--- src/rtl/bcd_scan_decoder.sv ---
// Multiplexed 7-segment driver for a packed 8421 BCD word: latches the word, scans one digit per
// SCAN_DIV cycles and drives the digit enable, segments and one-hot value of the scanned digit.
module bcd_scan_decoder #(
  parameter int unsigned DIGITS   = 4,
  parameter int unsigned SCAN_DIV = 1000
) (
  input  logic                  clk,
  input  logic                  rst_n,
  input  logic                  load,
  input  logic [4*DIGITS-1:0]   bcd_in,
  input  logic                  blank_lz,
  output logic [DIGITS-1:0]     an,
  output logic [6:0]            seg,
  output logic [9:0]            onehot,
  output logic                  err
);

  localparam int unsigned PcW  = (SCAN_DIV > 1) ? $clog2(SCAN_DIV) : 1;
  localparam int unsigned IdxW = (DIGITS > 1) ? $clog2(DIGITS) : 1;
  localparam logic [PcW-1:0]  PcLast  = PcW'(SCAN_DIV - 1);
  localparam logic [IdxW-1:0] IdxLast = IdxW'(DIGITS - 1);

  logic [4*DIGITS-1:0] shd_q;
  logic                err_q;
  logic [PcW-1:0]      pc_q;
  logic [IdxW-1:0]     idx_q;
  logic [DIGITS-1:0]   an_q;
  logic [6:0]          seg_q;
  logic [9:0]          onehot_q;

  logic                err_d;
  logic [DIGITS-1:0]   an_d;
  logic [6:0]          seg_d;
  logic [9:0]          onehot_d;
  logic [3:0]          digit;
  logic [DIGITS-1:0]   lz;
  logic                nz_above;
  logic                blank;
  logic                wrap;

  assign wrap = (pc_q == PcLast);

  always_comb begin
    err_d = 1'b0;
    for (int i = 0; i < int'(DIGITS); i++) begin
      err_d = err_d | (bcd_in[4*i +: 4] > 4'd9);
    end
  end

  // lz[i] is set when digit i and every digit above it are zero
  always_comb begin
    nz_above = 1'b0;
    lz       = '0;
    for (int i = int'(DIGITS) - 1; i >= 0; i--) begin
      nz_above = nz_above | (shd_q[4*i +: 4] != 4'd0);
      lz[i]    = ~nz_above;
    end
  end

  always_comb begin
    digit = 4'd0;
    an_d  = '0;
    blank = 1'b0;
    for (int i = 0; i < int'(DIGITS); i++) begin
      if (idx_q == IdxW'(i)) begin
        digit   = shd_q[4*i +: 4];
        an_d[i] = 1'b1;
        blank   = blank_lz && (i != 0) && lz[i];
      end
    end
  end

  always_comb begin
    unique case (digit)
      4'd0:    seg_d = 7'h3f;
      4'd1:    seg_d = 7'h06;
      4'd2:    seg_d = 7'h5b;
      4'd3:    seg_d = 7'h4f;
      4'd4:    seg_d = 7'h66;
      4'd5:    seg_d = 7'h6d;
      4'd6:    seg_d = 7'h7d;
      4'd7:    seg_d = 7'h07;
      4'd8:    seg_d = 7'h7f;
      4'd9:    seg_d = 7'h6f;
      default: seg_d = 7'h40;
    endcase
    onehot_d = (digit <= 4'd9) ? (10'd1 << digit) : 10'd0;
    if (blank) begin
      seg_d    = 7'h00;
      onehot_d = 10'd0;
    end
  end

  always_ff @(posedge clk) begin
    if (!rst_n) begin
      shd_q    <= '0;
      err_q    <= 1'b0;
      pc_q     <= '0;
      idx_q    <= '0;
      an_q     <= '0;
      seg_q    <= '0;
      onehot_q <= '0;
    end else begin
      if (load) begin
        shd_q <= bcd_in;
        err_q <= err_d;
      end
      if (wrap) begin
        pc_q  <= '0;
        idx_q <= (idx_q == IdxLast) ? '0 : idx_q + 1'b1;
      end else begin
        pc_q  <= pc_q + 1'b1;
      end
      an_q     <= an_d;
      seg_q    <= seg_d;
      onehot_q <= onehot_d;
    end
  end

  assign an     = an_q;
  assign seg    = seg_q;
  assign onehot = onehot_q;
  assign err    = err_q;

endmodule

--- config.mk ---
export PLATFORM = sky130hd
export DESIGN_NAME = bcd_scan_decoder
export DESIGN_NICKNAME = d
export VERILOG_FILES = /design/src/rtl/bcd_scan_decoder.sv
export SDC_FILE = /design/constraint.sdc
export NUM_CORES = 1
export LEC_CHECK = 0
export ABC_AREA = 1
export CAP_MARGIN = 15
export CORE_ASPECT_RATIO = 1.1
export CORE_MARGIN = 2
export CORE_UTILIZATION = 30
export DETAILED_ROUTE_END_ITERATION = 6
export GPL_TIMING_DRIVEN = 0
export PLACE_DENSITY_LB_ADDON = 0.05
export SLEW_MARGIN = 30
export SYNTH_ARGS = -nofsm -noshare
export SYNTH_HDL_FRONTEND = slang
export SYNTH_SLANG_ARGS = --single-unit
--- constraint.sdc ---
create_clock -name clk -period 2.11 [get_ports clk]
set_input_delay 0.633 -clock clk [delete_from_list [all_inputs] [get_ports clk]]
set_output_delay 0.633 -clock clk [all_outputs]
set_load 0.005 [all_outputs]
; ---- Yosys cells after proc, flatten, opt, wreduce, memory -nomap -nowiden
; Memory sizes are Yosys's and may differ from the RTL's. A register that Yosys moved wholly into a read port is not among the register bits.
; Index checks and enable logic that the tools add are counted.
[classes]
addsub = 2
order_cmp = 5
n_eq_ne = 4
shift = 1
mux = 12
bitwise_logic = 10
n_reduce_logical = 10
[ops]
columns = operator, n
row1 = $gt 4x4->1 const B, 4
row2 = $mux 4, 4
row3 = $reduce_bool 4->1, 3
row4 = $add 10x1->10 const B, 1
row5 = $eq 10x10->1 const B, 1
row6 = $shl 1x4->10 const A, 1
row7 = $mux 1, 7
row8 = $not 1->1, 5
row9 = $or 1x1->1, 5
row10 = $eq 2x2->1 const B, 2
row11 = $le 4x4->1 const B, 1
row12 = $reduce_or 2->1, 2
row13 = $logic_and 1x1->1, 3
row14 = $reduce_or 3->1, 1
row15 = $add 2x1->2 const B, 1
row16 = $eq 2x1->1 const B, 1
row17 = $logic_not 2->1, 1
row18 = $mux 2, 1
[word_totals]
reg_bits = 43
romBits = 112
in_bits = 20
out_inout_bits = 22
word_cells = 51
n_memories = 1
[mem_list]
columns = name, depth, word_bits, read_ports, rd_ports_with_merged_regs, wr, line_no
row1 = (name not given), 16, 7, 1, 1, 0, 74  ; unique case (digit)

; ---- Longest topological paths before layout
; Gate-level depths: netlist of run 1.
[logic_depth]
depth_word = 9
depth_mapped = 14
mapped_depth_nobuf = 14

; ---- Worst setup path after synthesis of run 1
; No wires, ideal clock.
[synth_timing]
path_type = register to register
from = reg idx_q[1]
to = reg seg_q[4] (netlist: seg[4])
setup_ns = 0.120
t_arrival_ns = 1.570
required_time_ns = 1.990
slack_ns = 0.421
path_stages_with_launch = 15
path_buffers = 0
synth_period_minus_slack_ns = 1.689
cell_sequence = dfxtp_1 > inv_1 > ha_1 > inv_2 > nand2_1 > nand2_1 > nand2_1 > nand2_1 > nand2_1 > inv_1 > ha_1 > inv_1 > nand3_1 > nand3_1 > a21oi_1
[synth_between]
elab_chain_len = 5
elab_cells_between_ends = 12
classes_between = 3 x eq/ne / 7 x mux / 2 x reduce/logical
[synth_lines]
columns = element, line_no
row1 = "start, declared", 26  ; logic [IdxW-1:0] idx_q;
row2 = "start signal, assigned", 110  ; idx_q <= (idx_q == IdxLast) ? '0 : idx_q + 1'b1;
row3 = $eq 2x1->1 / $logic_not 2->1 (equally long branches), 65  ; if (idx_q == IdxW'(i)) begin
row4 = $mux 1 / $mux 4 (equally long branches) (3 in a row), 65
row5 = $reduce_or 2->1 (no source line) / $mux 4 (equally long branches), --
row6 = "end, declared", 28  ; logic [6:0] seg_q;
; Parallel ways exist; a longest one is shown, timed or not.
; A chain may end at the register's enable or synchronous reset.

; ---- Final worst setup path of run 1
; Ends and elaborated chain as after synthesis.

==> summary.md, run 1 <==
| Metric | Value |
|---|---|
| Hold_buf cts | `0` |
| Commonest cells in the netlist | `50 x dfxtp_1, 47 x nor2_1, 43 x nand2_1` |
| Synth warn | `0` |
| DR WL/cell | `11.62 um` |
| Initial antenna violation count | `0` |
| CTS Buffer Depth | `2` |
| Count of cell types in the netlist | `26` |
| Port Buffers | `40` |
| Number of synthesized register bits | `50` |
| Area leader, netlist | `dfxtp_1` |
| Final net count | `360` |
| Net Count, Synth | `313` |
| Sequential-to-total area share from yosys stat | `46.38%` |
| Total Neg Setup Slack | `0 ns` |
| Setup CP Type | `reg2reg` |
| Async S/R FF share, synth | `0%` |
| P&R area growth vs syn | `28.99%` |
| N_diodes | `0` |
| Post-DP HPWL | `3592 um` |
| Switching share of power | `23.93%` |
| Routability Congestion | `0.7871` |
| Drt initial violations | `87` |
| Via Count | `1877` |
| Class of the worst hold path | `reg2reg` |
| Reg clk slew, reported paths | `0.09 ns` |
| Crit. End Element | `flip-flop` |
| Clock Skews | `0.004035 ns` |
| Fraction of layout instances using a drive strength above 1 | `9.119%` |
| Part of the power in registers | `53.4%` |
| Starting density of the core | `30.80%` |
| Internal Pwr Total | `1441 uW` |
| CTS tree | `yes` |
| MaxCap Viol Count | `0` |
| CP Max Fanout | `6` |
| Fill cells | `744` |
| Die W | `84.87 um` |
| Crit path launch | `idx_q[1]` |
| Critical Path RT | `2.30 ns` |
| Synth area leaders | `dfxtp_1 46%, nor2_1 8.2%, nand2_1 7.5%` |
| Max-slew violations | `0` |
| Period utilization | `91.14%` |
| Core ar. | `7007 sq um` |
| Mapped Area | `2158 sq um` |
| Most numerous cell in the Yosys netlist | `dfxtp_1` |
| H-tree depth | `2` |
| Fin. Hold Viols | `0` |
| Clock latency on the worst-skew pair | `0.30 ns` |
| Post-Synthesis Cells | `281` |
| GR Util All Layers | `13.20%` |
| Root buf cell | `clkbuf_8` |
| Worst slew pin tran | `0.4732 ns` |
| Worst Hold Slack | `0.4641 ns` |
| Fmax | `520.0 MHz` |
| Pwr Density | `680.5 nW/um^2` |
| # DRC | `0` |
| Final setup fails | `0` |
| Crit path launch type | `flip-flop` |
| Height of the chip | `92.96 um` |
| TritonCTS buffer count | `5` |
| Outcome | `complete, no violations` |
| DP Worst Slack | `0.08203 ns` |
| Routed Antenna Nets | `0` |
| First-pass GRT wire length | `8342 um` |
| Post-Route WL | `4811 um` |
| Total die area | `7890 sq um` |
| Worst r2r src | `idx_q[1]` |
| Psw | `453.3 uW` |
| Number of flops mapped to enable cells by yosys | `0` |
| Min Tclk post-route | `1.923 ns` |
| WP data arrival | `2.12 ns` |
| Slew HR | `68.45%` |
| Overflow after GRT | `0` |
| Setup repair after global routing missed its margin | `no` |
| Clock power share | `33.7%` |
| Num rows | `32` |
| Min-delay src | `pc_q[0]` |
| I/O pins | `42` |
| Combinational power share | `12.9%` |
| Leak | `0.001185 uW` |
| Vias per cell | `4.534` |
| Router iterations before antenna repair | `4` |
| Largest net degree at the start of global routing | `15` |
| Final Worst Setup Slack | `0.1870 ns` |
| Max VDD drop | `233.0 uV` |
| Most used flip-flop cell after synthesis | `dfxtp_1` |
| Clock sinks | `50` |
| Post-synth top area share | `46.38%` |
| Vias in the first global route | `1837` |
| Mapped Avg Cell Area | `7.681 sq um` |
[sequential cells by signal, summed over array words and instances (netlist names)]
signal  count
seg         7
idx_q       2
an          4
pc_q       10
shd_q      16
err         1
onehot     10
[final timing paths]
kind | cells past startpoint | to | slack (ns)
setup reg to reg | 14 | seg[4] | 0.19
hold / removal | 1 | pc_q[0] | 0.46
setup / recovery | 14 | seg[4] | 0.19
hold reg to reg | 1 | pc_q[0] | 0.46
[metrics by stage]
| stage | total power (uW) | cell area [sq um] | std cells | utilization (%) |
|---|---|---|---|---|
| floorplan | 1161 | 2158 | 281 | - |
| global placement | 1278 | 2665 | 406 | 38.04 |
| detailed placement | 1280 | 2665 | 406 | 38.04 |
| CTS | 1929 | 2775 | 414 | 39.61 |
| global route | 2005 | 2784 | 414 | 39.73 |
| finish | 1894 | 2784 | 414 | 39.73 |
[final cells by class]
type | count | area (sq um) | area share, %
Multi-Input combinational cell | 193 | 1007 | 36.18
Buffer | 8 | 42.54 | 1.528
Tap cell | 85 | 106.4 | 3.820
Inverter | 30 | 115.1 | 4.135
Sequential cell | 50 | 1002 | 36.00
Timing Repair Buffer | 40 | 400.4 | 14.38
Clock buffer | 8 | 110.1 | 3.955
[worst max-delay path, cell delays in order, from the launching register on]
cell     delay (ns)
dfxtp_1        0.34
inv_1          0.10
ha_2           0.26
inv_2          0.08
nand2_1        0.07
nand2_1        0.05
nand2_1        0.07
nand2_1        0.05
nand2_1        0.18
inv_2          0.09
ha_1           0.20
inv_1          0.09
nand3_1        0.08
nand3_1        0.09
a21oi_1        0.07
[power groups by stage]
| stage | Combinational (uW) | Clock, uW | Sequential (uW) |
|---|---|---|---|
| finish | 245 | 638 | 1010 |
| global route | 278 | 710 | 1020 |
| CTS | 247 | 670 | 1010 |
| detailed placement | 246 | 0 | 1030 |
| global placement | 245 | 0 | 1030 |
| floorplan | 129 | 0 | 1030 |
[layout by cell type, fill, tap and decap left out, types with 2 or more instances in the layout]
master and instances:
a21oi_1 20, a31oi_1 2, clkbuf_1 5, clkbuf_8 8, clkdlybuf4s50_1 40, clkinv_2 2
dfxtp_1 49, ha_1 10, ha_2 2, inv_1 24, inv_2 4, nand2_1 42
nand2_2 7, nand3_1 17, nand3_2 2, nand4_1 3, nor2_1 47, nor3_1 7
nor3b_1 2, o21ai_0 26
[repair_timing]
action / CTS / global route
resized for setup: 0 / 6
buffers inserted: 0 / 0
endpoints found under the setup margin: 0 / 10
[per-layer routing]
layer / vias to the layer above / wire (um) / track usage, %
met5: - / 0 / 0
met4: 0 / 93 / 5.952
met3: 8 / 195 / 2.228
met2: 43 / 2073 / 20.73
met1: 831 / 2449 / 17.69
li1: 995 / - / -
[logic make-up after synthesis]
logic type | count (synthesis) | share of synthesized area, %
adder cells (fa/ha/maj) | 12 | 6.956
XOR/XNOR | 1 | 0.4059
AND/OR/NAND/NOR | 131 | 27.36
AO/OA/AOI/OAI | 49 | 11.59
buffers and inverters | 38 | 7.304
flip-flops | 50 | 46.38
Power figures use the tool's default switching activity.
==> inputs of run 2 (changes only) <==
--- a/config.mk
+++ b/config.mk
@@ -11,6 +11,7 @@
 export CORE_MARGIN = 2
 export CORE_UTILIZATION = 30
 export DETAILED_ROUTE_END_ITERATION = 6
+export DONT_BUFFER_PORTS = 1
 export GPL_TIMING_DRIVEN = 0
 export PLACE_DENSITY_LB_ADDON = 0.05
 export SLEW_MARGIN = 30
==> run 2 against run 1 <==
Core utilization is 5.7 points lower. Hold slack got worse by 0.012 ns. Routed wire length decreased by 0.46%. Register-to-register slack worse by 0.02 ns. Highest routed layer unchanged. Cell area decreased by 14%. First-iteration DRC count shrank 56%. Critical path type unchanged. Combinational power decreased by 33%. Clock power grew 4.9%. Count of clock-buffer cells in the layout shrank 3. Critical endpoint unchanged. Final cell count shrank 9.7%. Sequential share of layout area up 6.1 points. Critical path depth unchanged.
==> summary.md, run 2 (synthesis results as in run 1) <==
| Metric | Value |
|---|---|
| Outcome | `complete, no violations` |
| GR Util All Layers | `13.18% (-0.020 points)` |
| Root buf cell | `clkbuf_8` |
| MaxCap Viol Count | `0 (unchanged)` |
| GR Layer Usage met2 | `20.08% (-0.66 points)` |
| Period utilization | `91.85% (+0.71 points)` |
| Drt initial violations | `38 (-56%)` |
| Num rows | `32 (unchanged)` |
| CTS Buffer Depth | `2 (unchanged)` |
| Final core utilization | `34.00% (-5.7 points)` |
| Multi-input combinational cell area | `1007 sq um (unchanged)` |
| Router iterations before antenna repair | `4 (unchanged)` |
| Fmax | `516.0 MHz (-0.78%)` |
| Pwr Density | `776.0 nW/um^2 (+14%)` |
| I/O pins | `42 (unchanged)` |
| CP Max Fanout | `6 (unchanged)` |
| Final net count | `320 (-11%)` |
| CTS tree | `yes` |
| WP data arrival | `2.13 ns (about the same)` |
| Max VDD drop | `238.5 uV (+2.4%)` |
| Clock latency on the worst-skew pair | `0.30 ns (about the same)` |
| Slew HR | `67.34% (-1.1 points)` |
| Final setup fails | `0 (unchanged)` |
| H-tree depth | `2 (unchanged)` |
| # DRC | `0 (unchanged)` |
| DP Area | `2265 sq um (-15%)` |
| Post-Route WL | `4789 um (-0.46%)` |
| Port Buffers | `0 (-100%)` |
| Fin. Hold Viols | `0 (unchanged)` |
| Class of the worst hold path | `reg2reg` |
| M1 GR Usage | `17.88% (+0.19 points)` |
| Routed Antenna Nets | `0 (unchanged)` |
| Leak | `0.001037 uW (-13%)` |
| Reg clk slew, reported paths | `0.09 ns (about the same)` |
| Height of the chip | `92.96 um (unchanged)` |
| Die W | `84.87 um (unchanged)` |
| Crit path launch type | `flip-flop` |
| N_diodes | `0 (unchanged)` |
| Busiest grt layer | `met2` |
| Setup repair after global routing missed its margin | `no` |
| Core ar. | `7007 sq um (unchanged)` |
| Initial antenna violation count | `0 (unchanged)` |
| Clock Skews | `0.01008 ns (+0.006040 ns)` |
| Overflow after GRT | `0 (unchanged)` |
| Sequential cell area | `1002 sq um (unchanged)` |
| Fill cells | `760 (+2.2%)` |
| Max-slew violations | `0 (unchanged)` |
| Worst slew pin tran | `0.4899 ns (+0.01662 ns)` |
| Total die area | `7890 sq um (unchanged)` |
| TritonCTS buffer count | `5 (unchanged)` |
| Register bank with the most flops | `shd_q` |
| First-pass GRT wire length | `8293 um (-0.59%)` |
| Largest register FFs | `16 (unchanged)` |
| Vias in the first global route | `1737 (-5.4%)` |
| R2R Setup Slk | `0.17 ns (-0.02 ns)` |
| Clock sinks | `50 (unchanged)` |
| DR WL/cell | `12.80 um (+10%)` |
| Starting density of the core | `30.80% (unchanged)` |
| Critical Path RT | `2.30 ns (about the same)` |
| Fraction of layout instances using a drive strength above 1 | `10.38% (+1.3 points)` |
| Via Count | `1731 (-7.8%)` |
| Commonest non-fill, non-tap cells in the layout | `49 x dfxtp_1, 47 x nor2_1, 42 x nand2_1` |
| Post-DP HPWL | `3637 um (+1.2%)` |
| Global Route met3 Usage | `3.743% (+1.5 points)` |
| Routability Congestion | `0.7247 (-7.9%)` |
| Largest net degree at the start of global routing | `16 (+1)` |
| Commonest non-fill, non-tap cell in the layout | `dfxtp_1` |
| Crit. End Element | `flip-flop` |
| Vias per cell | `4.628 (+2.1%)` |
| Hold_buf cts | `0 (unchanged)` |
| Setup CP Type | `reg2reg` |
| P&R area growth vs syn | `10.38%` |
| Min Tclk post-route | `1.938 ns (+0.01508 ns)` |
| Final Cell Area | `2382 sq um (-14%)` |
| Total Neg Setup Slack | `0 ns (unchanged)` |
[run 2: worst paths after layout]
kind	from	end	cells after the start
setup reg to reg	idx_q[1]	seg[4]	14
hold / removal	pc_q[0]	pc_q[0]	1
setup / recovery	idx_q[1]	seg[4]	14
hold reg to reg	pc_q[0]	pc_q[0]	1
[run 2: final cells by class]
cell class | instances | area share [%]
Clock inverter | 3 | 1.681
Multi-Input combinational cell | 193 | 42.28
Clock buffer | 5 | 2.889
Tap cell | 85 | 4.464
Sequential cell | 50 | 42.07
Inverter | 30 | 4.832
Buffer | 8 | 1.786
[run 2: through the flow]
| stage | total power, uW | hold slack, ns | std cells | setup slack, ns |
|---|---|---|---|---|
| 3_5_place_dp | 1205 | 0.4399 | 366 | 0.04253 |
| 5_1_grt | 1948 | 0.4552 | 374 | 0.02621 |
| 2_1_floorplan | 1161 | 0.4176 | 281 | 0.4206 |
| 6_report | 1849 | 0.4517 | 374 | 0.1719 |
| 4_1_cts | 1884 | 0.4527 | 374 | 0.02035 |
| 3_3_place_gp | 1206 | 0.4348 | 366 | 0.03048 |
[run 2: layer usage]
metal,up-vias,share of wire (%)
met5,-,0
met4,0,1.5
met3,6,4.8
met2,33,43
met1,774,51
li1,918,-
[run 2: report_power, final]
part	internal, uW	switching [uW]
Sequential	991	25.9
Combinational	56.5	107
Clock	349	319
Total	1400	452
[run 2: worst max-delay path, stage by stage (launching register included)]
cell,delay (ns)
dfxtp_1,0.33
inv_1,0.10
ha_2,0.28
inv_2,0.08
nand2_1,0.07
nand2_1,0.04
nand2_1,0.06
nand2_1,0.05
nand2_1,0.18
inv_2,0.09
ha_1,0.20
inv_1,0.09
nand3_1,0.08
nand3_1,0.09
a21oi_1,0.06
[run 2: timing repair]
| action | in CTS | in global routing |
|---|---|---|
| hold endpoints to repair | 0 | 0 |
| setup buffers | 0 | 0 |
| resized for setup | 0 | 6 |
| endpoints found under the setup margin | 0 | 12 |
==> inputs of run 3 (changes only) <==
--- a/config.mk
+++ b/config.mk
@@ -14,6 +14,7 @@
 export DONT_BUFFER_PORTS = 1
 export GPL_TIMING_DRIVEN = 0
 export PLACE_DENSITY_LB_ADDON = 0.05
+export REMOVE_ABC_BUFFERS = 1
 export SLEW_MARGIN = 30
 export SYNTH_ARGS = -nofsm -noshare
 export SYNTH_HDL_FRONTEND = slang
==> run 3 against run 2 <==
Non-clock buffer count down 8. Hold slack worse by 0.023 ns. Routed wire length down 3.2%.
==> summary.md, run 3 (synthesis results as in run 1) <==
| Metric | Value |
|---|---|
| Outcome | `complete, no violations` |
| Worst slew pin tran | `0.5508 ns (+0.06098 ns)` |
| H-tree depth | `2 (unchanged)` |
| Total Neg Setup Slack | `0 ns (unchanged)` |
| CTS resizes | `0 (unchanged)` |
| Commonest non-fill, non-tap cells in the layout | `49 x dfxtp_1, 47 x nor2_1, 41 x nand2_1` |
| Crit path launch type | `flip-flop` |
| Fraction of layout instances using a drive strength above 1 | `9.964% (-0.42 points)` |
| Max-slew violations | `0 (unchanged)` |
| Routed Antenna Nets | `0 (unchanged)` |
| Fin. Hold Viols | `0 (unchanged)` |
| Psw | `441.2 uW (-2.4%)` |
| Starting density of the core | `30.80% (unchanged)` |
| Worst Hold Slack | `0.4283 ns (-0.02343 ns)` |
| Slew HR | `63.24% (-4.1 points)` |
| Router iterations before antenna repair | `4 (unchanged)` |
| First-pass GRT wire length | `7900 um (-4.7%)` |
| MaxCap Viol Count | `0 (unchanged)` |
| Reg clk slew, reported paths | `0.09 ns (about the same)` |
| Post-Route WL | `4637 um (-3.2%)` |
| Post-DP HPWL | `3429 um (-5.7%)` |
| Leak | `0.001015 uW (-2.1%)` |
| CP Max Fanout | `6 (unchanged)` |
| Clock sinks | `50 (unchanged)` |
| Setup Buffers After CTS | `0 (unchanged)` |
| DP Worst Slack | `0.04406 ns (+0.001530 ns)` |
| Fmax | `533.5 MHz (+3.4%)` |
| Clock latency on the worst-skew pair | `0.30 ns (about the same)` |
| Total die area | `7890 sq um (unchanged)` |
| Height of the chip | `92.96 um (unchanged)` |
| Initial antenna violation count | `0 (unchanged)` |
| Final Worst Setup Slack | `0.2356 ns (+0.06364 ns)` |
| WP data arrival | `2.11 ns (-0.02 ns)` |
| Final net count | `312 (-2.5%)` |
| Part of the power in registers | `55.4% (+0.4 points)` |
| P&R area growth vs syn | `8.522%` |
| Largest register FFs | `16 (unchanged)` |
| Port Buffers | `0 (unchanged)` |
| Pwr Density | `783.0 nW/um^2 (+0.89%)` |
| Via Count | `1667 (-3.7%)` |
| Hold_buf cts | `0 (unchanged)` |
| # DRC | `0 (unchanged)` |
| Period utilization | `88.83% (-3.0 points)` |
| Crit. End Element | `flip-flop` |
| Switching share of power | `24.06% (-0.40 points)` |
| Commonest non-fill, non-tap cell in the layout | `dfxtp_1` |
| Die W | `84.87 um (unchanged)` |
| CTS tree | `yes` |
| Register bank with the most flops | `shd_q` |
| Overflow after GRT | `0 (unchanged)` |
| R2R Setup Slk | `0.24 ns (+0.06 ns)` |
| TritonCTS buffer count | `5 (unchanged)` |
| DR WL/cell | `12.67 um (-1.1%)` |
| Clock power share | `36.6% (+0.4 points)` |
| Final setup fails | `0 (unchanged)` |
| Root buf cell | `clkbuf_8` |
| I/O pins | `42 (unchanged)` |
| Vias in the first global route | `1680 (-3.3%)` |
| GR Util All Layers | `12.62% (-0.57 points)` |
| CTS Buffer Depth | `2 (unchanged)` |
| Routability Congestion | `0.7611 (+5.0%)` |
| Num rows | `32 (unchanged)` |
| Max VDD drop | `288.6 uV (+21%)` |
| Internal Pwr Total | `1393 uW (-0.28%)` |
| Min Tclk post-route | `1.874 ns (-0.06364 ns)` |
| Clock Skews | `0.005126 ns (-0.004950 ns)` |
| N_diodes | `0 (unchanged)` |
| Largest net degree at the start of global routing | `29 (+13)` |
| Drt initial violations | `37 (-2.6%)` |
| Class of the worst hold path | `in2reg` |
| Setup repair after global routing missed its margin | `no` |
| Combinational power share | `8.0% (-0.8 points)` |
| Setup CP Type | `reg2reg` |
| Critical Path RT | `2.35 ns (+0.05 ns)` |
| Core ar. | `7007 sq um (unchanged)` |
| Vias per cell | `4.555 (-1.6%)` |
-- run 3: cell types whose count changed in the layout (fill, tap and decap cells not counted) --
cell,change
buf_6,-1
nand2_2,+1
buf_4,-1
clkbuf_1,-5
nand2_1,-1
buf_2,-1
-- run 3: final cells by class --
type / instances / area [sq um]
fillers: 769 / 4664
clock buffers: 5 / 68.82
flip-flops and latches: 50 / 1002
well taps: 85 / 106.4
inverters: 30 / 115.1
clock inverters: 3 / 40.04
multi-input cells: 193 / 1010
-- run 3: per-layer routing --
metal / track usage (%) / vias up / wire length (um)
met2: 21.39 / 33 / 2195
li1: - / 902 / -
met1: 15.30 / 727 / 2201
met4: 3.968 / 0 / 64
met5: 0 / - / 0
met3: 3.743 / 5 / 175
-- run 3: stage by stage --
| step | utilization (%) | instances | total power (uW) | instance area [sq um] |
|---|---|---|---|---|
| after floorplan | - | 273 | 1149 | 2116 |
| after CTS | 33.27 | 366 | 1867 | 2331 |
| after detailed placement | 31.71 | 358 | 1186 | 2222 |
| final | 33.43 | 366 | 1834 | 2342 |
| after global routing | 33.43 | 366 | 1936 | 2342 |
| after global placement | 31.71 | 358 | 1186 | 2222 |
-- run 3: worst paths after layout --
| path | startpoint | cells after the start | end |
|---|---|---|---|
| max reg2reg | idx_q[0] | 12 | seg[5] |
| min | load | 1 | err |
| min reg2reg | pc_q[0] | 1 | pc_q[0] |
| max | idx_q[0] | 12 | seg[5] |
-- run 3: critical path: stages, from the launching register on --
cell     delay, ns
dfxtp_2       0.37
inv_1         0.08
ha_1          0.27
inv_2         0.13
nand3_1       0.09
nand2_1       0.10
nand2_2       0.11
inv_2         0.10
ha_1          0.21
nand2_1       0.10
nand2_1       0.08
nand2_1       0.05
a21oi_1       0.11
-- run 3: power by group through the flow --
stage | logic, uW | registers [uW] | clock network, uW
after global placement | 148 | 1040 | 0
after global routing | 174 | 1020 | 741
after CTS | 148 | 1020 | 702
after detailed placement | 148 | 1040 | 0
after floorplan | 117 | 1030 | 0
final | 147 | 1020 | 671
